==> src/rtl/imem_ctrl_pkg.sv <==
// imem_ctrl_pkg: shared FSM state encoding and NOP constant for the IMEM loader arbiter.
package imem_ctrl_pkg;
  typedef enum logic [1:0] {RUN, LOAD, WRITE, DONE} state_e;
  localparam logic [31:0] NOP_INSTR = 32'h0000_0013;
endpackage

==> src/rtl/imem_word_packer.sv <==
// imem_word_packer: packs accepted bytes little-endian into a 32-bit word buffer.
module imem_word_packer (
  input  logic        clk,
  input  logic        rst,
  input  logic        clr_i,
  input  logic        en_i,
  input  logic [7:0]  byte_i,
  output logic [31:0] word_o,
  output logic        word_full_o
);
  logic [1:0]  byte_cnt_q, byte_cnt_d;
  logic [31:0] buf_q, buf_d;
  always_comb begin
    byte_cnt_d = clr_i ? 2'd0 : en_i ? byte_cnt_q + 2'd1 : byte_cnt_q;
    buf_d = buf_q;
    if (en_i) buf_d[{byte_cnt_q, 3'b000} +: 8] = byte_i;
  end
  always_ff @(posedge clk) begin
    if (rst) begin
      byte_cnt_q <= '0;
      buf_q <= '0;
    end else begin
      byte_cnt_q <= byte_cnt_d;
      buf_q <= buf_d;
    end
  end
  assign word_o = buf_q;
  assign word_full_o = en_i && byte_cnt_q == 2'd3;
endmodule

==> src/rtl/imem_loader_arb.sv <==
// imem_loader_arb: shares IMEM between CPU fetch and a byte-serial loader.
// Define IMEM_LOADER_CHECKSUM_EN to accumulate a sum of written words on ld_csum.
module imem_loader_arb
  import imem_ctrl_pkg::*;
#(
  parameter int DEPTH = 64,
  parameter int AW = 6
) (
  input  logic          clk,
  input  logic          rst,
  input  logic          ld_start,
  input  logic [AW:0]   ld_len,
  input  logic          ld_valid,
  input  logic [7:0]    ld_byte,
  output logic          ld_ready,
  output logic          ld_busy,
  output logic          ld_done,
  output logic [31:0]   ld_csum,
  input  logic [31:0]   cpu_pc,
  output logic [31:0]   cpu_instr,
  output logic          cpu_stall,
  output logic          fetch_fault,
  output logic [AW-1:0] mem_raddr,
  input  logic [31:0]   mem_rdata,
  output logic          mem_we,
  output logic [AW-1:0] mem_waddr,
  output logic [31:0]   mem_wdata
);
  state_e        state_q, state_d;
  logic [AW:0]   len_q, len_d, len_clamp;
  logic [AW-1:0] word_cnt_q, word_cnt_d;
  logic [31:0]   word;
  logic          word_full, run, start;
  assign run = state_q == RUN;
  assign start = run && ld_start;
  assign len_clamp = ld_len > (AW+1)'(DEPTH) ? (AW+1)'(DEPTH) : ld_len;
  imem_word_packer u_packer (
    .clk         (clk),
    .rst         (rst),
    .clr_i       (start || state_q == WRITE),
    .en_i        (ld_valid && ld_ready),
    .byte_i      (ld_byte),
    .word_o      (word),
    .word_full_o (word_full)
  );
  always_comb begin
    state_d = state_q;
    len_d = len_q;
    word_cnt_d = word_cnt_q;
    case (state_q)
      RUN: if (ld_start) begin
        len_d = len_clamp;
        word_cnt_d = '0;
        state_d = len_clamp == '0 ? DONE : LOAD;
      end
      LOAD: state_d = word_full ? WRITE : LOAD;
      WRITE: begin
        word_cnt_d = word_cnt_q + AW'(1);
        state_d = {1'b0, word_cnt_q} == len_q - (AW+1)'(1) ? DONE : LOAD;
      end
      default: state_d = RUN;
    endcase
  end
  always_ff @(posedge clk) begin
    if (rst) begin
      state_q <= RUN;
      len_q <= '0;
      word_cnt_q <= '0;
    end else begin
      state_q <= state_d;
      len_q <= len_d;
      word_cnt_q <= word_cnt_d;
    end
  end
  assign ld_ready = state_q == LOAD;
  assign ld_busy = !run;
  assign ld_done = state_q == DONE;
  assign cpu_stall = !run;
  assign mem_we = state_q == WRITE;
  assign mem_waddr = mem_we ? word_cnt_q : '0;
  assign mem_wdata = mem_we ? word : '0;
  // Fetch path is purely combinational so RUN-mode fetch has no added latency.
  assign fetch_fault = run && (cpu_pc[1:0] != 2'b00 || cpu_pc[31:AW+2] != '0);
  assign mem_raddr = run ? cpu_pc[AW+1:2] : '0;
  assign cpu_instr = run && !fetch_fault ? mem_rdata : NOP_INSTR;
`ifdef IMEM_LOADER_CHECKSUM_EN
  logic [31:0] csum_q;
  always_ff @(posedge clk) begin
    if (rst || start) csum_q <= '0;
    else if (mem_we) csum_q <= csum_q + mem_wdata;
  end
  assign ld_csum = csum_q;
`else
  assign ld_csum = '0;
`endif
endmodule

==> config.mk <==
export PLATFORM = sky130hd
export DESIGN_NAME = imem_loader_arb
export DESIGN_NICKNAME = d
export VERILOG_FILES = /design/src/rtl/imem_ctrl_pkg.sv /design/src/rtl/imem_word_packer.sv /design/src/rtl/imem_loader_arb.sv
export SDC_FILE = /design/constraint.sdc
export NUM_CORES = 1
export LEC_CHECK = 0
export BUFFER_PORTS_ARGS = -buffer_cell sky130_fd_sc_hd__buf_2
export CORE_ASPECT_RATIO = 0.75
export CORE_MARGIN = 2
export CORE_UTILIZATION = 45
export CTS_BUF_LIST = sky130_fd_sc_hd__clkbuf_4
export DETAILED_ROUTE_END_ITERATION = 12
export PLACE_DENSITY = 0.85
export SLEW_MARGIN = 20
export SYNTH_ARGS = -nofsm -noshare
export SYNTH_HDL_FRONTEND = slang
export SYNTH_SLANG_ARGS = --single-unit
==> constraint.sdc <==
create_clock -name clk -period 3.67 [get_ports clk]
set_input_delay 0.1835 -clock clk [delete_from_list [all_inputs] [get_ports clk]]
set_output_delay 0.1835 -clock clk [all_outputs]
set_load 0.03 [all_outputs]
---- Yosys cells after proc, flatten, opt, wreduce, memory -nomap -nowiden ----
Index checks and enable logic that the tools add are counted.
word-level totals
  bits in registers ....................... 49
  bits of input ports ..................... 83
  output and inout bits ................... 114
cells by class
  $add $sub $neg .......................... 4
  order comparisons ....................... 1
  equality and inequality tests ........... 6
  shift operators ......................... 2
  mux-type cells .......................... 13
  reductions and logical operators ........ 17
operators with widths
  operator                                                                number
  32-bit 2-to-1 mux                                                       2
  32-bit bitwise mux                                                      1
  8-bit by 7-bit variable shift with 32-bit output, first input constant  1
  8-bit by 7-bit variable part select with 32-bit output                  1
  24-bit nonzero test                                                     1
  6-bit 2-to-1 mux                                                        3
  6-bit one-hot mux with 2 select lines                                   1
  2-bit 2-to-1 mux                                                        4
  6-bit by 7-bit == test with 1-bit output                                1
  7-bit > comparator, second input constant                               1
  7-bit zero test                                                         1
  7-bit 2-to-1 mux                                                        1
  5-bit negator with 7-bit output                                         1
  7-bit by 1-bit subtractor with 7-bit output, second input constant      1
  6-bit by 1-bit adder with 6-bit output, second input constant           1
  2-bit == test, second input constant                                    3
  2-bit one-hot mux with 3 select lines                                   1
  1-bit logical AND                                                       5
  2-bit AND reduction                                                     2
  2-bit nonzero test                                                      2
  2-bit by 1-bit adder with 2-bit output, second input constant           1
  2-bit by 1-bit == test with 1-bit output, second input constant         1
  1-bit zero test                                                         2
  2-bit zero test                                                         1
  other kinds (3)                                                         4

---- Logic depth before layout (Yosys ltp) ----
Gate-level depths: netlist (run 1).
  depth in word-level cells ............... 6
  depth in mapped cells ................... 6
  gate-level depth less buffers ........... 6

---- By module ----
Synthesis (run 1) repeated with hierarchy kept, for this count alone.
unflattened totals
  cells, all modules ...................... 333
  area total of the unflattened synthesis .. 2917.8 µm²
by module, submodules not included
  module            times used  cells each  area each (µm²)  seq. area each (µm²)
  imem_loader_arb   1           236         1690.4           300.3
  imem_word_packer  1           97          1227.4           680.7

---- Worst setup path after synthesis (run 1) ----
Ideal clock, no wire load.
  kind .................................... flip-flop to output port
  from .................................... register state_q[1]
  to ...................................... output mem_wdata[22]
  arrival time ............................ 1.496 ns
  path slack .............................. 1.990 ns
  cell stages (with the launch flop) ...... 5
  buffers on the path ..................... 2
  path through ............................ dfxtp_1 -> nor2b_1 -> buf_2 -> clkbuf_1 -> and2_1
on the way
  word-level cells in the longest chain between the ends .. 2
RTL lines
  item                      RTL line               source
  start: declaration        imem_loader_arb.sv:29  state_e state_q, state_d;
  start signal: assignment  imem_loader_arb.sv:70  state_q <= state_d;
  2-bit == test             imem_loader_arb.sv:79  assign mem_we = state_q == WRITE;
  via mem_we                imem_loader_arb.sv:25  output logic mem_we,
  32-bit 2-to-1 mux         imem_loader_arb.sv:81  assign mem_wdata = mem_we ? word : '0;
  end: declaration          imem_loader_arb.sv:27  output logic [31:0] mem_wdata
The timed path passes the listed nets, and every way through them passes these cells.

---- Worst setup path in the final report (run 1) ----
  from .................................... register state_q[1]
  to ...................................... output mem_wdata[1]
on the way
  word-level cells in the longest chain between the ends .. 2
RTL lines
  item               RTL line
  2-bit == test      imem_loader_arb.sv:79
  32-bit 2-to-1 mux  imem_loader_arb.sv:81
Every way passes these cells.

==> results.cfg, run 1 <==
[status]
status = finished clean

[global_route]
grt_pass1_wl_um = 12210
overflow = 0
grt_pass1_vias = 2587
track_usage_pct = 20.34
antenna_found_initial = 0
grt_max_degree = 49

[place]
place_congestion = 0.8514
portBuffers = 164
hpwl_um = 6774
place_inst = 626

[cts]
htreeDepth = 2
post-cts-setup-buffers = 0
clk_pin_slew_ns = 0.15
post_cts_resized = 0
root_buffer = clkbuf_4
cts_sinks = 49
tritoncts = done
clock_latency_ns = 0.37
ctsHoldBuffers = 0
clockBufferDepth = 2
cts_buffers = 5

[floorplanning]
initial_core_util_pct = 45.82
ioPinCount = 197
num_rows = 26
die_h_um = 75.71
dieArea_um2 = 7542
core_region_area_um2 = 6734
die_w_um = 99.62

[pwr]
power.density_nw_per_um2 = 258.1
seqPwrFrac_pct = 55.3
combPwrFrac_pct = 19.5
p_leak_nw = 1.843
irDropWorstVdd_mv = 0.1545
switchingPower_w = 0.0003151
p_int_w = 0.0006764
p_sw_share_pct = 31.78
clkPwrFrac_pct = 25.2

[timing]
fin_crit_sh_pct = 68.73
fmaxAchievable_ghz = 0.3964
finalSetupViolations = 0
hold_viol = 0
final.setup.tns_ns = 0
min_period_ns = 2.522
slew_headroom_pct = 43.35
rsz0062_at_grt = false
slew_viol_final = 0
worst_pin_slew_ns = 0.8498
finClkSkew_ns = 0.01795

[layout]
finalNetCount = 639
antenna_cells = 0
final_cells = 634
multi_input_area_um2 = 1838
fillers = 620
layout-drive-gt1-share_pct = 36.18
seq_area_um2 = 980.9
area_delta_synth_final_pct = 24.49

[yosys]
yosysUniqueCellTypes = 41
synth_top_area_cell = dfxtp_1
syn_avg_cell_area_um2 = 7.752
synth_seq_area_share_pct = 31.79
synth-edff-count = 0
yosys_warnings = 0
yosys-top-cells-area = dfxtp_1 (32%), and2_1 (12%), buf_4 (8.3%)
synthCells = 398
synth.most_common_cell = and2_1
ys_ff_latch = 49
synth_ff_type = dfxtp_1
ys_top_cells_by_count = and2_1 (61), dfxtp_1 (49), a21oi_1 (48)
ys_async_sr_fraction_pct = 0
syn_area_um2 = 3085
synth_top_cell_area_share_pct = 31.79

[routing]
via_per_inst = 4.918
wl_um = 8614
final_antenna_net_count = 0
drt_iter0_drc = 177
via_count = 3118
drt-pass1-iter-count = 4
drc_errors = 0
wl_per_cell_um = 13.59

[critical_path]
crit_fanout = 29
regToRegSetupSlack_ns = 1.65
critPathCapture = mem_wdata[1]
r2r-end = u_packer.word_o[15]
worstPathArrival_ns = 2.34
ff2ff_path_depth = 5
critical_path_class = reg -> out
start_kind = flip-flop
endpoint_kind = primary output
r2r_start = u_packer.byte_cnt_q[0]
crit_required_ns = 3.49
startpoint = state_q[1]

[job]
maxCapViolCount = 0

[worst_hold_path]
hold_path_class = in -> reg
==> cell type report <==
| type | instances | share of cell area, % |
|---|---|---|
| tap | 84 | 2.736 |
| multi-input combinational | 320 | 47.85 |
| sequential | 49 | 25.54 |
| inverter | 7 | 0.6840 |
| clock buffer | 5 | 0.9772 |
| clock inverter | 3 | 0.4560 |
| timing repair buffer | 166 | 21.76 |
==> layout by cell type (no fill, tap or decap), drive strengths merged, types with 3 or more instances in the layout <==
master / synthesis / layout
xor2: 4 / 4
clkinv: 0 / 3
nand2: 47 / 47
buf: 41 / 166
and2: 78 / 78
dfxtp: 49 / 49
inv: 7 / 7
nor3b: 4 / 4
conb: 1 / 32
ha: 7 / 7
xnor2: 6 / 6
nand4: 3 / 3
nor3: 6 / 6
nand3: 41 / 41
nand3b: 7 / 7
a21oi: 48 / 48
nor2: 9 / 9
nor4: 11 / 11
clkbuf: 12 / 5
==> state kept, by name, indices dropped and copies added, names as in the netlist <==
register / flops
u_packer.word_o: 32
u_packer.byte_cnt_q: 2
state_q: 2
len_q: 7
word_cnt_q: 6
==> routing by layer <==
layer  wire length (um)  GRT usage (%)
met3                571          2.936
met1               3429          26.40
met2               4441          35.81
met4                172          6.240
met5                  0              0
==> worst max-delay path, cell delays in order, from the launching register on <==
cell,delay [ns]
dfxtp_1,0.49
nor2b_2,0.71
buf_4,0.39
and2_1,0.18
buf_2,0.20
==> power by group through the flow <==
stage / clock network (W) / logic (W) / registers [W]
finish: 0.000250 / 0.000193 / 0.000548
global route: 0.000270 / 0.000211 / 0.000550
CTS: 0.000254 / 0.000191 / 0.000548
detailed placement: 0 / 0.000191 / 0.000560
global placement: 0 / 0.000188 / 0.000559
floorplan: 0 / 0.000149 / 0.000558
==> how the worst min path moves through the flow <==
stage                         from             endpoint  cells past startpoint
2_1_floorplan            ld_len[6]             len_q[6]                      2
3_3_place_gp    u_packer.word_o[7]   u_packer.word_o[7]                      2
3_5_place_dp   u_packer.word_o[26]  u_packer.word_o[26]                      2
4_1_cts                  ld_len[0]             len_q[0]                      3
5_1_grt                  ld_len[0]             len_q[0]                      3
6_report                 ld_len[0]             len_q[0]                      3
==> cell families after synthesis <==
kind of cell | Yosys count | share of synthesized area (%)
mux | 1 | 0.3244
other cells | 1 | 0.1215
compound gates | 54 | 9.205
buf+inv | 60 | 12.69
flops | 49 | 31.79
fa+ha+maj | 7 | 2.838
simple gates | 216 | 40.19
xor+xnor | 10 | 2.838
==> per-stage QoR <==
| step | instance area, um2 | utilization (%) | hold slack [ns] | power (W) | worst slack, ns |
|---|---|---|---|---|---|
| 3_3_place_gp | 3780 | 56.13 | 0.4348 | 0.0007468 | 1.370 |
| 3_5_place_dp | 3780 | 56.13 | 0.4400 | 0.0007508 | 1.232 |
| 4_1_cts | 3835 | 56.95 | 0.06745 | 0.0009943 | 0.8152 |
| 5_1_grt | 3841 | 57.04 | 0.07482 | 0.001031 | 0.9475 |
| 2_1_floorplan | 3202 | - | 0.3195 | 0.0007072 | 1.990 |
| 6_report | 3841 | 57.04 | 0.08070 | 0.0009915 | 1.148 |
Power figures use the tool's default switching activity.
==> run 2: changes to the inputs <==
--- a/config.mk
+++ b/config.mk
@@ -5,13 +5,14 @@
 export SDC_FILE = /design/constraint.sdc
 export NUM_CORES = 1
 export LEC_CHECK = 0
+export ABC_AREA = 1
 export BUFFER_PORTS_ARGS = -buffer_cell sky130_fd_sc_hd__buf_2
 export CORE_ASPECT_RATIO = 0.75
 export CORE_MARGIN = 2
-export CORE_UTILIZATION = 45
+export CORE_UTILIZATION = 41
 export CTS_BUF_LIST = sky130_fd_sc_hd__clkbuf_4
 export DETAILED_ROUTE_END_ITERATION = 12
-export PLACE_DENSITY = 0.85
+export PLACE_DENSITY = 0.8
 export SLEW_MARGIN = 20
 export SYNTH_ARGS = -nofsm -noshare
 export SYNTH_HDL_FRONTEND = slang
==> constraint.sdc (replaced) <==
create_clock -name clk -period 2 [get_ports clk]
set_input_delay 0.1 -clock clk [delete_from_list [all_inputs] [get_ports clk]]
set_output_delay 0.1 -clock clk [all_outputs]
set_load 0.03 [all_outputs]
==> results.cfg, run 2 <==
[yosys]
synth_top_area_cell = dfxtp_1
synth_top_family_by_area = simple AND/OR/NAND/NOR gates
synth_compound_area_share_pct = 15.51
synth-simple-area-share_pct = 29.85
yosys_warnings = 0
ys_top_cells_by_count = nor2_1 (126), inv_1 (98), nand2_1 (83)
synthCells = 536
synth-adder-area-share_pct = 2.662
ys_ff_latch = 49
synth-edff-count = 0
synth_ff_type = dfxtp_1
yosysUniqueCellTypes = 29
synth_top_cell_area_share_pct = 29.81
yosys-top-cells-area = dfxtp_1 (30%), nor2_1 (14%), inv_1 (11%)
synth_seq_area_share_pct = 29.81
synthXorXnorAreaFrac_pct = 0
syn_area_um2 = 3291
syn_avg_cell_area_um2 = 6.139
synth.most_common_cell = nor2_1
synth_mux_area_share_pct = 0
ys_async_sr_fraction_pct = 0

[global_route]
antenna_found_initial = 0
overflow = 0
grt_pass1_vias = 3170
track_usage_pct = 20.92
grt_pass1_wl_um = 14630
grt_max_degree = 42

[pwr]
irDropWorstVdd_mv = 0.3017
combPwrFrac_pct = 22.9
p_int_w = 0.001295
seqPwrFrac_pct = 52.2
clkPwrFrac_pct = 24.9
switchingPower_w = 0.0006430
p_sw_share_pct = 33.18
p_leak_nw = 2.208
power.density_nw_per_um2 = 465.3

[routing]
via_per_inst = 4.586
drt_iter0_drc = 311
wl_um = 9760
via_count = 3678
drt-pass1-iter-count = 5
drc_errors = 0
wl_per_cell_um = 12.17
final_antenna_net_count = 0

[place]
hpwl_um = 7905
placed_area_um2 = 4061
place_ws_ns = 0.3598
portBuffers = 164
place_inst = 790
place_congestion = 0.9155

[floorplanning]
die_w_um = 107.4
ioPinCount = 197
dieArea_um2 = 8766
core_region_area_um2 = 7848
initial_core_util_pct = 41.93
die_h_um = 81.59
num_rows = 28

[layout]
fillers = 813
layout-drive-gt1-share_pct = 29.41
final_cells = 802
final_cell_mix = buf_2 (164), nor2_1 (126), inv_1 (98), nand2_1 (82), dfxtp_1 (49)
layout_commonest_cell = buf_2
design_area_um2 = 4165
largest_register_ffs = 32
antenna_cells = 0
area_delta_synth_final_pct = 26.58
finalNetCount = 786

[job]
maxCapViolCount = 0

[timing]
min_period_ns = 1.923
fin_ws_ns = 0.07733
slew_headroom_pct = 64.46
finClkSkew_ns = 0.01324
rsz0062_at_grt = true
finalSetupViolations = 0
hold_viol = 0
fin_crit_sh_pct = 96.13
worst_pin_slew_ns = 0.5275
slew_viol_final = 0
fmaxAchievable_ghz = 0.5201
holdWs_ns = 0.08189

[worst_hold_path]
holdPathStages = 4
min-delay-start = ld_len[6]
whs_endpoint = len_q[3]
hold_path_class = in -> reg

[critical_path]
worstPathArrival_ns = 1.82
start_kind = flip-flop
crit_required_ns = 1.90
regToRegSetupSlack_ns = 0.09
critical_path_class = reg -> out
startpoint = state_q[1]
ff2ff_path_depth = 6
r2r_start = state_q[1]
r2r-end = len_q[4]
crit_fanout = 32
endpoint_kind = primary output

[cts]
clk_pin_slew_ns = 0.14
tritoncts = done
cts_buffers = 5
cts_sinks = 49
clock_latency_ns = 0.36
root_buffer = clkbuf_4
post-cts-setup-buffers = 0
clockBufferDepth = 2
htreeDepth = 2

[status]
status = finished clean
run 2: cell types whose count changed after synthesis, moves of 7 or more:
| cell | before | now |
|---|---|---|
| nor2_1 | 8 | 126 |
| inv_1 | 7 | 98 |
| and2_1 | 61 | 0 |
| nand2_1 | 46 | 83 |
| nand3_1 | 41 | 15 |
| o21ai_0 | 2 | 19 |
| and2_2 | 14 | 0 |
| a211oi_2 | 0 | 11 |
| nor4_1 | 11 | 0 |
| inv_2 | 0 | 7 |
| nand3b_1 | 7 | 0 |
run 2: layout make-up:
class                           instances  area [um2]  share of cell area, %
Clock buffer                            6       45.04                  1.081
Clock inverter                          2       13.76                 0.3304
Inverter                              106       400.4                  9.613
Multi-Input combinational cell        362        1703                  40.88
Sequential cell                        49       980.9                  23.55
Tap cell                              105       131.4                  3.154
Timing Repair Buffer                  172       890.9                  21.39
run 2: power groups by stage:
stage               logic [W]  registers, W  clock network, W
global placement     0.000425       0.00103                 0
floorplan            0.000338       0.00103                 0
global route         0.000487       0.00102          0.000531
CTS                  0.000439       0.00101          0.000494
detailed placement   0.000432       0.00103                 0
finish               0.000443       0.00101          0.000483
run 2: cell families after synthesis:
logic type,count (synthesis)
AO/OA/AOI/OAI,82
other,1
adder cells (fa/ha/maj),7
flip-flops,49
AND/OR/NAND/NOR,241
buffers and inverters,156
run 2: critical path, cell delays in order, from the launching register on:
cell and delay, ns:
dfxtp_1 0.38, nor2_1 0.28, nand2_1 0.10, buf_4 0.23
or2_2 0.30, buf_2 0.18
run 2: stage by stage:
stage               TNS (ns)  utilization [%]  total power, W
floorplan                  0                -        0.001368
global placement           0            51.75        0.001457
detailed placement         0            51.75        0.001465
CTS                        0            53.01        0.001945
global route         -0.2899            53.08        0.002034
finish                     0            53.08        0.001938
run 2: worst max path at each step:
| stage | to | cells past startpoint | slack (ns) |
|---|---|---|---|
| after floorplan | u_packer.word_o[24] | 9 | 0.21 |
| after global placement | word_cnt_q[4] | 6 | 0.43 |
| after detailed placement | word_cnt_q[4] | 6 | 0.36 |
| after CTS | mem_waddr[0] | 5 | 0.02 |
| after global routing | cpu_instr[1] | 5 | -0.06 |
| final | cpu_instr[0] | 5 | 0.08 |
run 2: repair_timing:
action,4_1_cts,5_1_grt
endpoints found under the setup margin,0,41
hold buffers,4,0
endpoints found under the hold margin,4,0
gates resized for setup,0,3
run 2: routing by layer:
metal,up-vias,GRT usage (%),part of all wire [%]
met5,-,0,0
met2,166,37.72,49
met1,1622,26.37,43
met4,0,5.897,1.2
li1,1877,-,-
met3,13,2.937,7.3
